[src/rtl/switch_led_ctrl_if.sv]
// Board I/O bundle for switch_led_ctrl: raw switches in, LED drive and mode out.
// master = board/test side, slave = controller side.
interface switch_led_ctrl_if #(
  parameter int N_CH = 4
);
  logic [N_CH-1:0] P;
  logic [N_CH-1:0] Led;
  logic [1:0]      mode;

  modport master (output P, input Led, input mode);
  modport slave  (input P, output Led, output mode);
endinterface

[src/rtl/switch_led_ctrl.sv]
// Switch-to-LED controller: synchronise (and optionally debounce) switches, drive LEDs in PASS/BLINK/CHASE.
// Optional per-channel debouncer built when SWITCH_LED_DEBOUNCE_EN is defined.
//
// state | meaning
// PASS  | LEDs mirror the filtered switches
// BLINK | end LEDs flash, HALF_PERIOD on / HALF_PERIOD off
// CHASE | one-hot light steps left every HALF_PERIOD cycles
module switch_led_ctrl #(
  parameter int N_CH        = 4,
  parameter int HALF_PERIOD = 25_000_000,
  parameter int DEB_CYCLES  = 1_000_000
) (
  input logic             clk,
  input logic             rst,
  switch_led_ctrl_if.slave io
);

  typedef enum logic [1:0] {
    PASS  = 2'b00,
    BLINK = 2'b01,
    CHASE = 2'b10
  } mode_t;

  localparam int              TW      = $clog2(HALF_PERIOD);
  localparam logic [TW-1:0]   TRELOAD = TW'(HALF_PERIOD - 1);
  localparam logic [N_CH-1:0] ONE     = N_CH'(1);
  localparam logic [N_CH-1:0] ENDS    = ONE | (ONE << (N_CH - 1));

  logic [N_CH-1:0] sync1, sync2, sw_db;
  mode_t           mode_q, mode_d;
  logic [TW-1:0]   tcnt, tcnt_d;
  logic            phase, phase_d;
  logic [N_CH-1:0] chase, chase_d;
  logic [N_CH-1:0] led_d;
  logic            chg, tick;

`ifdef SWITCH_LED_DEBOUNCE_EN
  localparam int            DW      = (DEB_CYCLES > 1) ? $clog2(DEB_CYCLES) : 1;
  localparam logic [DW-1:0] DRELOAD = DW'(DEB_CYCLES - 1);

  logic [DW-1:0] dcnt [N_CH];

  // Down-counter per channel; new value accepted after DEB_CYCLES consecutive disagreeing cycles.
  always_ff @(posedge clk) begin
    if (rst) begin
      sw_db <= '0;
      for (int i = 0; i < N_CH; i++) dcnt[i] <= DRELOAD;
    end else begin
      for (int i = 0; i < N_CH; i++) begin
        if (sync2[i] == sw_db[i]) begin
          dcnt[i] <= DRELOAD;
        end else if (dcnt[i] == '0) begin
          sw_db[i] <= sync2[i];
          dcnt[i]  <= DRELOAD;
        end else begin
          dcnt[i] <= dcnt[i] - 1'b1;
        end
      end
    end
  end
`else
  assign sw_db = sync2;
`endif

  always_ff @(posedge clk) begin
    if (rst) begin
      sync1  <= '0;
      sync2  <= '0;
      mode_q <= PASS;
      tcnt   <= TRELOAD;
      phase  <= 1'b0;
      chase  <= ONE;
      io.Led <= '0;
    end else begin
      sync1  <= io.P;
      sync2  <= sync1;
      mode_q <= mode_d;
      tcnt   <= tcnt_d;
      phase  <= phase_d;
      chase  <= chase_d;
      io.Led <= led_d;
    end
  end

  // Timebase is a down-counter; terminal count zero marks the end of each half-period.
  always_comb begin
    mode_d = PASS;
    if (sw_db[0] & sw_db[N_CH-1]) mode_d = sw_db[1] ? CHASE : BLINK;

    chg     = (mode_d != mode_q);
    tick    = (tcnt == '0);
    tcnt_d  = tcnt - 1'b1;
    phase_d = phase;
    chase_d = chase;

    if (chg) begin
      tcnt_d  = TRELOAD;
      phase_d = 1'b0;
      chase_d = ONE;
    end else if (tick) begin
      tcnt_d  = TRELOAD;
      phase_d = ~phase;
      chase_d = {chase[N_CH-2:0], chase[N_CH-1]};
    end

    led_d = sw_db;
    case (mode_d)
      BLINK:   led_d = phase_d ? ENDS : '0;
      CHASE:   led_d = chase_d;
      default: led_d = sw_db;
    endcase
  end

  assign io.mode = mode_q;

endmodule

[src/flat_wrapper.sv]
// flat-port wrapper written by rule: the top's interface ports become plain ports
module switch_led_ctrl_flat 
#(
  parameter int N_CH        = 4,
  parameter int HALF_PERIOD = 25_000_000,
  parameter int DEB_CYCLES  = 1_000_000
)
  (clk, rst, io_P, io_Led, io_mode);
  switch_led_ctrl_if #(.N_CH(N_CH)) io_i ();
  input logic clk;
  input logic rst;
  input wire logic [$bits(io_i.P)-1:0] io_P;
  output wire logic [$bits(io_i.Led)-1:0] io_Led;
  output wire logic [$bits(io_i.mode)-1:0] io_mode;
  assign io_i.P = io_P;
  assign io_Led = io_i.Led;
  assign io_mode = io_i.mode;
  switch_led_ctrl #(.N_CH(N_CH), .HALF_PERIOD(HALF_PERIOD), .DEB_CYCLES(DEB_CYCLES)) u_core (.clk(clk), .rst(rst), .io(io_i));
endmodule
[config.mk]
export PLATFORM = sky130hd
export DESIGN_NAME = switch_led_ctrl_flat
export DESIGN_NICKNAME = d
export VERILOG_FILES = /design/src/rtl/switch_led_ctrl_if.sv /design/src/rtl/switch_led_ctrl.sv /design/src/flat_wrapper.sv
export SDC_FILE = /design/constraint.sdc
export NUM_CORES = 1
export LEC_CHECK = 0
export CAP_MARGIN = 15
export CELL_PAD_IN_SITES_DETAIL_PLACEMENT = 0
export CELL_PAD_IN_SITES_GLOBAL_PLACEMENT = 2
export CORE_ASPECT_RATIO = 0.7
export CORE_MARGIN = 4
export CORE_UTILIZATION = 30
export DETAILED_ROUTE_END_ITERATION = 7
export GPL_TIMING_DRIVEN = 1
export PLACE_DENSITY = 0.71
export SYNTH_ARGS = -nofsm -noshare
export SYNTH_HDL_FRONTEND = slang
export SYNTH_SLANG_ARGS = --single-unit
export TNS_END_PERCENT = 1
[constraint.sdc]
create_clock -name clk -period 5.45 [get_ports clk]
set_input_delay 0.8175 -clock clk [delete_from_list [all_inputs] [get_ports clk]]
set_output_delay 0.8175 -clock clk [all_outputs]
set_load 0.02 [all_outputs]
# Word level (Yosys, flattened, before mapping)
# Index checks and enable logic that the tools add are counted.
[word_totals]
rom_bits = 0
regBits = 44
out_inout_bits = 6
ramBits = 0
mem_count = 0
in_bits = 6
latchBits = 0
[classes]
n_eq_ne = 3
n_shift = 0
magnitude_cmp = 0
reduce_logical = 2
mux = 8
div_mod_pow = 0
addsub = 1
bitwise_logic = 2
multipliers = 0
[ops]
columns = ["op", "count"]
rows = [
  ["zero test 25 bit", 1],
  ["subtractor 25 x 1 -> 25 bit (second input constant)", 1],
  ["two-way mux 4 bit", 3],
  ["case mux 4 bit (2 select lines)", 1],
  ["two-way mux 2 bit", 2],
  ["OR reduction 3 bit", 1],
  ["== test 2 x 1 -> 1 bit (second input constant)", 1],
  ["== test 2 bit (second input constant)", 1],
  ["two-way mux 1 bit", 2],
  ["inequality test 2 bit", 1],
  ["AND 1 bit", 1],
  ["inverter 1 bit", 1],
]

# Logic depth before layout (Yosys ltp)
# Gate-level depths: netlist of run 1.
[depth]
word_depth = 6
depth_mapped = 8

# Least setup slack after synthesis of run 1
# OpenSTA, ideal clock, no wires.
[synth_path]
kind = "reg-to-reg"
startpoint = "register u_core.mode_q[0], in the netlist u_core.io.mode[0]"
endpoint = "register u_core.tcnt[11]"
stages_incl_launch_ff = 7
required_ps = 5331
arrival_time_ps = 1807
period_less_slack_ps = 1926
setup_time_ps = 119
slack_ps = 3524
cell_sequence = "dfxtp_1 or3b_2 a21oi_1 o21bai_2 nor2_2 buf_2 nand2_1"
[synth_between]
elab_chain_len = 2
[synth_lines]
columns = ["item", "line_no", "source"]
rows = [
  ["start, declared", "switch_led_ctrl.sv:30", "mode_t mode_q, mode_d;"],
  ["start signal, assigned", "switch_led_ctrl.sv:77", "mode_q <= mode_d;"],
  ["inequality test 2 bit", "switch_led_ctrl.sv:90", "chg = (mode_d != mode_q);"],
  ["OR reduction 3 bit (no line)", "n/a", ""],
  ["end signal, assigned", "switch_led_ctrl.sv:78", "tcnt <= tcnt_d;"],
  ["end, declared", "switch_led_ctrl.sv:31", "logic [TW-1:0] tcnt, tcnt_d;"],
]
# Every way passes these cells.
# A chain may end at the register's enable or synchronous reset.

# Worst setup path after layout of run 1
[layout_path]
startpoint = "register u_core.tcnt[6]"
endpoint = "register u_core.io.Led[1]"
[layout_between]
elab_chain_len = 4
[layout_lines]
columns = ["item", "line_no", "source"]
rows = [
  ["zero test 25 bit", "switch_led_ctrl.sv:91", "tick = (tcnt == '0);"],
  ["two-way mux 4 bit", "switch_led_ctrl.sv:100", "end else if (tick) begin"],
  ["two-way mux 4 bit", "switch_led_ctrl.sv:96", "if (chg) begin"],
  ["case mux 4 bit (2 select lines)", "switch_led_ctrl.sv:107", "case (mode_d)"],
  ["end signal, assigned", "switch_led_ctrl.sv:81", "io.Led <= led_d;"],
  ["end, declared", "switch_led_ctrl_if.sv:11", "modport slave (input P, output Led, output mode);"],
]
# Every way passes these cells.

==> results of run 1 <==
-- synth_stat cells (2+ instances only) --
library cell  instances
o21ai_0               3
nand2b_1              5
nand3_1               5
nor2_1               19
mux2i_1               3
inv_1                 4
nor3b_1               3
ha_1                  2
dfxtp_1              44
buf_2                 3
nor4_1                6
or4_1                 2
a211o_1               2
a211oi_1              2
nor4_4                2
nor3_1                9
nand3b_1              4
xor2_1                4
nand2_1              25
nor2b_1              10
a21oi_1               3
xnor2_1              18
-- through the flow --
step / instance area (sq um) / hold slack (ns) / setup slack [ns]
after global routing: 2083 / 0.4459 / 2.711
after CTS: 2083 / 0.4263 / 2.902
after global placement: 2014 / 0.4005 / 2.719
final: 2083 / 0.4201 / 2.956
after detailed placement: 2014 / 0.4078 / 2.613
after floorplan: 1841 / 0.3842 / 3.524
-- kinds of logic after synthesis --
logic type                 Yosys count  share of synthesized area
buffers and inverters                9                    0.02447
muxes                                3                    0.01632
xor gates and xnor gates            22                     0.1047
AOI/OAI and AO/OA                   19                    0.08294
DFF                                 44                     0.4786
adders and majority gates            2                    0.01359
and+or+nand+nor                     95                     0.2794
-- per-layer routing --
metal	up-vias	track usage	share of wire
li1	686	-	-
met1	610	0.1599	0.56
met2	13	0.1413	0.41
met3	5	0.02846	0.025
met4	0	0.04867	0.014
met5	-	0	0
-- worst paths after layout --
check,slack (ns),cells after the start,end
setup / recovery,2.96,5,u_core.io.Led[1]
setup reg to reg,2.96,5,u_core.io.Led[1]
hold reg to reg,0.42,1,u_core.tcnt[0]
hold / removal,0.42,1,u_core.tcnt[0]
-- critical path, delay by kind of cell (launching register included) --
family | cells | cell delay (ns)
simple gates | 3 | 1.44
mux | 1 | 0.24
compound gates | 1 | 0.35
flops | 1 | 0.36
-- power breakdown --
part           switching (mW)  internal (mW)
registers             0.00411          0.327
clock network          0.0979         0.0827
logic                  0.0118         0.0105
-- registers in the layout, indices dropped and copies added (netlist names) --
name	cells
u_core.io.Led	4
u_core.tcnt	25
u_core.chase	4
u_core.sw_db	4
u_core.sync1	4
u_core.io.mode	2
u_core.phase	1
-- cell type report --
type | count | area [sq um] | share of cell area
Inverter | 4 | 15.01 | 0.007207
Clock buffer | 5 | 68.82 | 0.03303
Tap cell | 75 | 93.84 | 0.04505
Timing Repair Buffer | 11 | 110.1 | 0.05285
Sequential cell | 44 | 880.8 | 0.4228
Multi-Input combinational cell | 141 | 914.6 | 0.4390
==> impl_metrics.csv, run 1 <==
group,metric,value,unit
setup_path,end_kind,"register",
setup_path,crit_top_cell,"nor4_4",
cells_and_area,nets,215,
sta,tightestPinTransition,0.7506,ns
placed_design,dp_hpwl,2590,um
setup_path,slowest_delay,0.74,ns
cells_and_area,antennaDiodeCount,0,
cells_and_area,drive_gt1_frac,0.07317,
setup_path,crit_start,"u_core.tcnt[6]",
routing,drt-initial-drc-count,41,
global_routing,grt_pass1_vias,1258,
run_status,status,"complete, no violations",
setup_path,cp_max_fo,12,
sta,slew_viol_final,0,
pwr,powerDensity,256.3,nW/um^2
synthesis,syn_inst,194,
pwr,post-layout-total-power,0.5339,mW
setup_path,worstPathRequired,5.64,ns
clock_network,numCtsBuffers,5,
sta,fin_crit_sh,0.4576,
pwr,p_leak,0.6637,nW
sta,clock_skew,0.008415,ns
floorplan,core,5842,sq um
placed_design,port_buffers,11,
routing,first_pass_iters,4,
synthesis,yosys_most_used_dff,"dfxtp_1",
floorplan,die_area,7473,sq um
floorplan,core.rowCount,23,
clock_network,clock-sinks,44,
synthesis,synthDominantCellAreaShare,0.4786,
clock_network,clock_latency,0.29,ns
setup_path,critPathKind,"register to register",
setup_path,start_kind,"register",
global_routing,grt_max_degree,18,
placed_design,gp_congestion,0.7432,
synthesis,synth-edff-count,0,
synthesis,ys_seq_elements,44,
synthesis,synthesis.nets,202,
clock_network,clockRootBuffer,"clkbuf_8",
routing,vias,1314,
setup_path,cp_slowest_cell,"nor4_4",
synthesis,synth_cell_types,38,
min_path,worstHoldPathType,"register to register",
routing,via_per_inst,4.693,
global_routing,grt-ovfl-total,0,
routing,totalWireLength,3571,um
clock_network,post-cts-setup-buffers,0,
setup_path,worstPathArrival,2.69,ns
floorplan,initial_core_util,0.3151,
synthesis,synth_area_per_cell,9.487,sq um
floorplan,ioPinCount,12,
global_routing,grt_pass1_wl,6196,um
sta,min_period,2.494,ns
sta,setup_viol,0,
cells_and_area,syn_to_final_growth,13.19,%
routing,wire_per_inst,12.75,um
setup_path,r2r_start,"u_core.tcnt[6]",
cells_and_area,mostFrequentLayoutCells,"44 x dfxtp_1, 25 x nand2_1, 19 x nor2_1",
sta,finalHoldViolations,0,
routing,post-route-drc-count,0,
sta,slew_headroom,0.4985,
synthesis,synth_top_cell_by_area,"dfxtp_1",
clock_network,postCtsHoldBufs,0,
clock_network,htree_levels,2,
run,cap_violations,0,
sta,grt_setup_unrepaired,"false",
clock_network,cts-resized-gates,0,
clock_network,clk_path_buf_depth,2,
floorplan,die_w,101.6,um
cells_and_area,num-fill-cells,608,
min_path,hold_start,"u_core.tcnt[0]",
cells_and_area,final_core_util,0.3566,
clock_network,clk_pin_slew_worst_paths,0.08,ns
cells_and_area,final_cells,280,
floorplan,die_h,73.54,um
clock_network,tritoncts,"built",
pwr,peakVddDrop,81.97,uV
sta,tns,0,ns
synthesis,synth.top_cells.by_area,"dfxtp_1 48%, xnor2_1 8.6%, nand2_1 5.1%",
setup_path,path_cells,"nor4_4, nand3_2, nor4_4, mux2i_1, o41ai_2",
routing,ant_nets,0,
placed_design,dp_cells,275,
synthesis,ys_async_sr_fraction,0,
global_routing,grt_antenna_before_repair,0,
sta,max_freq,400.9,MHz
synthesis,ys_warn_count,0,
global_routing,groute.usage.overall,0.1072,
synthesis,ys_seq_area_frac,0.4786,
synthesis,syn_area,1841,sq um
cells_and_area,layout_commonest_cell,"dfxtp_1",
Note: power is estimated with default switching activity, not from simulation.
==> run 2: changes to the inputs <==
Clock period 5.45 ns to 2.3 ns, I/O delays scaled along.
==> run 2 against run 1 <==
Net effect: first-iteration DRC count increased by 32%; core utilization increased by 1.7 points; hold slack improved by 0.0012 ns; die area unchanged; clock skew increased by 0.0049 ns; fmax increased by 18%; setup slack got worse by 2.8 ns; routed wire length decreased by 4.0%; combinational power increased by 140%; total power increased to 2.7 times the previous value.
==> impl_metrics.csv, run 2 (same netlist as run 1, synthesis figures left out) <==
group,metric,value,unit
run_status,status,"complete, no violations",
sta,setup_viol,0,
routing,post-route-drc-count,0,
clock_network,clockRootBuffer,"clkbuf_8",
floorplan,initial_core_util,0.3151,
sta,min_period,2.112,ns
cells_and_area,nets,221,
floorplan,core.rowCount,23,
global_routing,groute.usage.overall,0.09749,
global_routing,grt_pass1_vias,1213,
cells_and_area,syn_to_final_growth,18.49,%
pwr,sw_frac_of_total,0.2031,
clock_network,post-cts-setup-buffers,0,
clock_network,clock_latency,0.29,ns
sta,max_freq,473.6,MHz
sta,clock_skew,0.01327,ns
global_routing,grt_max_degree,18,
routing,drt-initial-drc-count,54,
sta,grt_setup_unrepaired,"false",
pwr,p_int,1.157,mW
sta,hold_ws,0.4213,ns
sta,slew_headroom,0.6984,
setup_path,path_cells,"nor4_1, nand3_2, nor4_4, buf_4, o21ai_0, a31o_2",
run,cap_violations,0,
pwr,post-layout-total-power,1.452,mW
setup_path,cp_max_fo,10,
pwr,powerDensity,665.6,nW/um^2
floorplan,die_h,73.54,um
sta,tns,0,ns
floorplan,die_area,7473,sq um
cells_and_area,largest_register,"u_core.tcnt",
cells_and_area,design_area,2181,sq um
global_routing,grt_pass1_wl,5733,um
setup_path,worstPathRequired,2.47,ns
cells_and_area,antennaDiodeCount,0,
setup_path,critPathKind,"register to register",
sta,tightestPinTransition,0.4483,ns
floorplan,core,5842,sq um
routing,via_per_inst,4.619,
global_routing,grt-ovfl-total,0,
clock_network,clk_path_buf_depth,2,
routing,ant_nets,0,
pwr,clkPwrFrac,0.422,
clock_network,cts-resized-gates,0,
pwr,combPwrFrac,0.037,
setup_path,cp_slowest_cell,"nor4_1",
sta,finalHoldViolations,0,
min_path,worstHoldPathType,"register to register",
sta,fin_crit_sh,0.9181,
clock_network,postCtsHoldBufs,0,
routing,first_pass_iters,4,
pwr,power_frac_seq,0.540,
setup_path,worstPathArrival,2.29,ns
clock_network,numCtsBuffers,5,
placed_design,place_area,2059,sq um
pwr,p_leak,0.7206,nW
cells_and_area,layout_commonest_cell,"dfxtp_1",
sta,slew_viol_final,0,
setup_path,slowest_delay,0.45,ns
routing,totalWireLength,3428,um
clock_network,clk_pin_slew_worst_paths,0.08,ns
floorplan,die_w,101.6,um
clock_network,tritoncts,"built",
pwr,peakVddDrop,349.2,uV
cells_and_area,mostFrequentLayoutCells,"44 x dfxtp_1, 25 x nand2_1, 19 x nor2_1",
routing,wire_per_inst,11.86,um
min_path,hold_depth,1,
setup_path,end_kind,"register",
placed_design,gp_congestion,0.7818,
routing,vias,1335,
floorplan,ioPinCount,12,
clock_network,htree_levels,2,
sta,fin_ws,0.1885,ns
setup_path,reg2regPathDepth,6,
cells_and_area,drive_gt1_frac,0.1121,
setup_path,start_kind,"register",
placed_design,dp_hpwl,2494,um
placed_design,place_ws,0.2275,ns
placed_design,port_buffers,11,
cells_and_area,largest_register_ff_count,25,
clock_network,clock-sinks,44,
pwr,p_switching,0.2949,mW
global_routing,grt_antenna_before_repair,0,
-- run 2: critical path: cells and delay by family, from the launching register on --
| family | cells | cell delay [ns] |
|---|---|---|
| buf+inv | 1 | 0.24 |
| flops | 1 | 0.35 |
| simple gates | 3 | 1.07 |
| compound gates | 2 | 0.34 |
-- run 2: layer usage --
layer | vias up | GRT usage | share of wire
met1 | 607 | 0.1428 | 0.54
met4 | 0 | 0.03097 | 0.0099
met5 | - | 0 | 0
li1 | 704 | - | -
met3 | 2 | 0.02751 | 0.047
met2 | 22 | 0.1370 | 0.40
-- run 2: worst paths after layout --
path / from / to / slack, ns
worst min register to register: u_core.tcnt[0] / u_core.tcnt[0] / 0.42
worst min-delay path: u_core.tcnt[0] / u_core.tcnt[0] / 0.42
worst max-delay path: u_core.tcnt[12] / u_core.io.Led[3] / 0.19
worst max register to register: u_core.tcnt[12] / u_core.io.Led[3] / 0.19
-- run 2: area by class of cell --
cell class                      instances  area, sq um
Tap cell                               75        93.84
Clock buffer                            6        82.58
Fill cell                             582         3661
Multi-Input combinational cell        141        914.6
Inverter                                4        15.01
Sequential cell                        44        880.8
Timing Repair Buffer                   17        155.1
Clock inverter                          2        38.79
-- run 2: power groups by stage --
| stage | logic (mW) | registers [mW] | clock network, mW |
|---|---|---|---|
| floorplan | 0.0331 | 0.801 | 0 |
| global placement | 0.0546 | 0.802 | 0 |
| detailed placement | 0.0555 | 0.803 | 0 |
| CTS | 0.0557 | 0.785 | 0.641 |
| global route | 0.0612 | 0.787 | 0.679 |
| finish | 0.0544 | 0.784 | 0.613 |
-- run 2: through the flow --
| stage | cells | util |
|---|---|---|
| global route | 289 | 0.3733 |
| finish | 289 | 0.3733 |
| detailed placement | 281 | 0.3525 |
| CTS | 289 | 0.3733 |
| global placement | 281 | 0.3525 |
| floorplan | 194 | - |
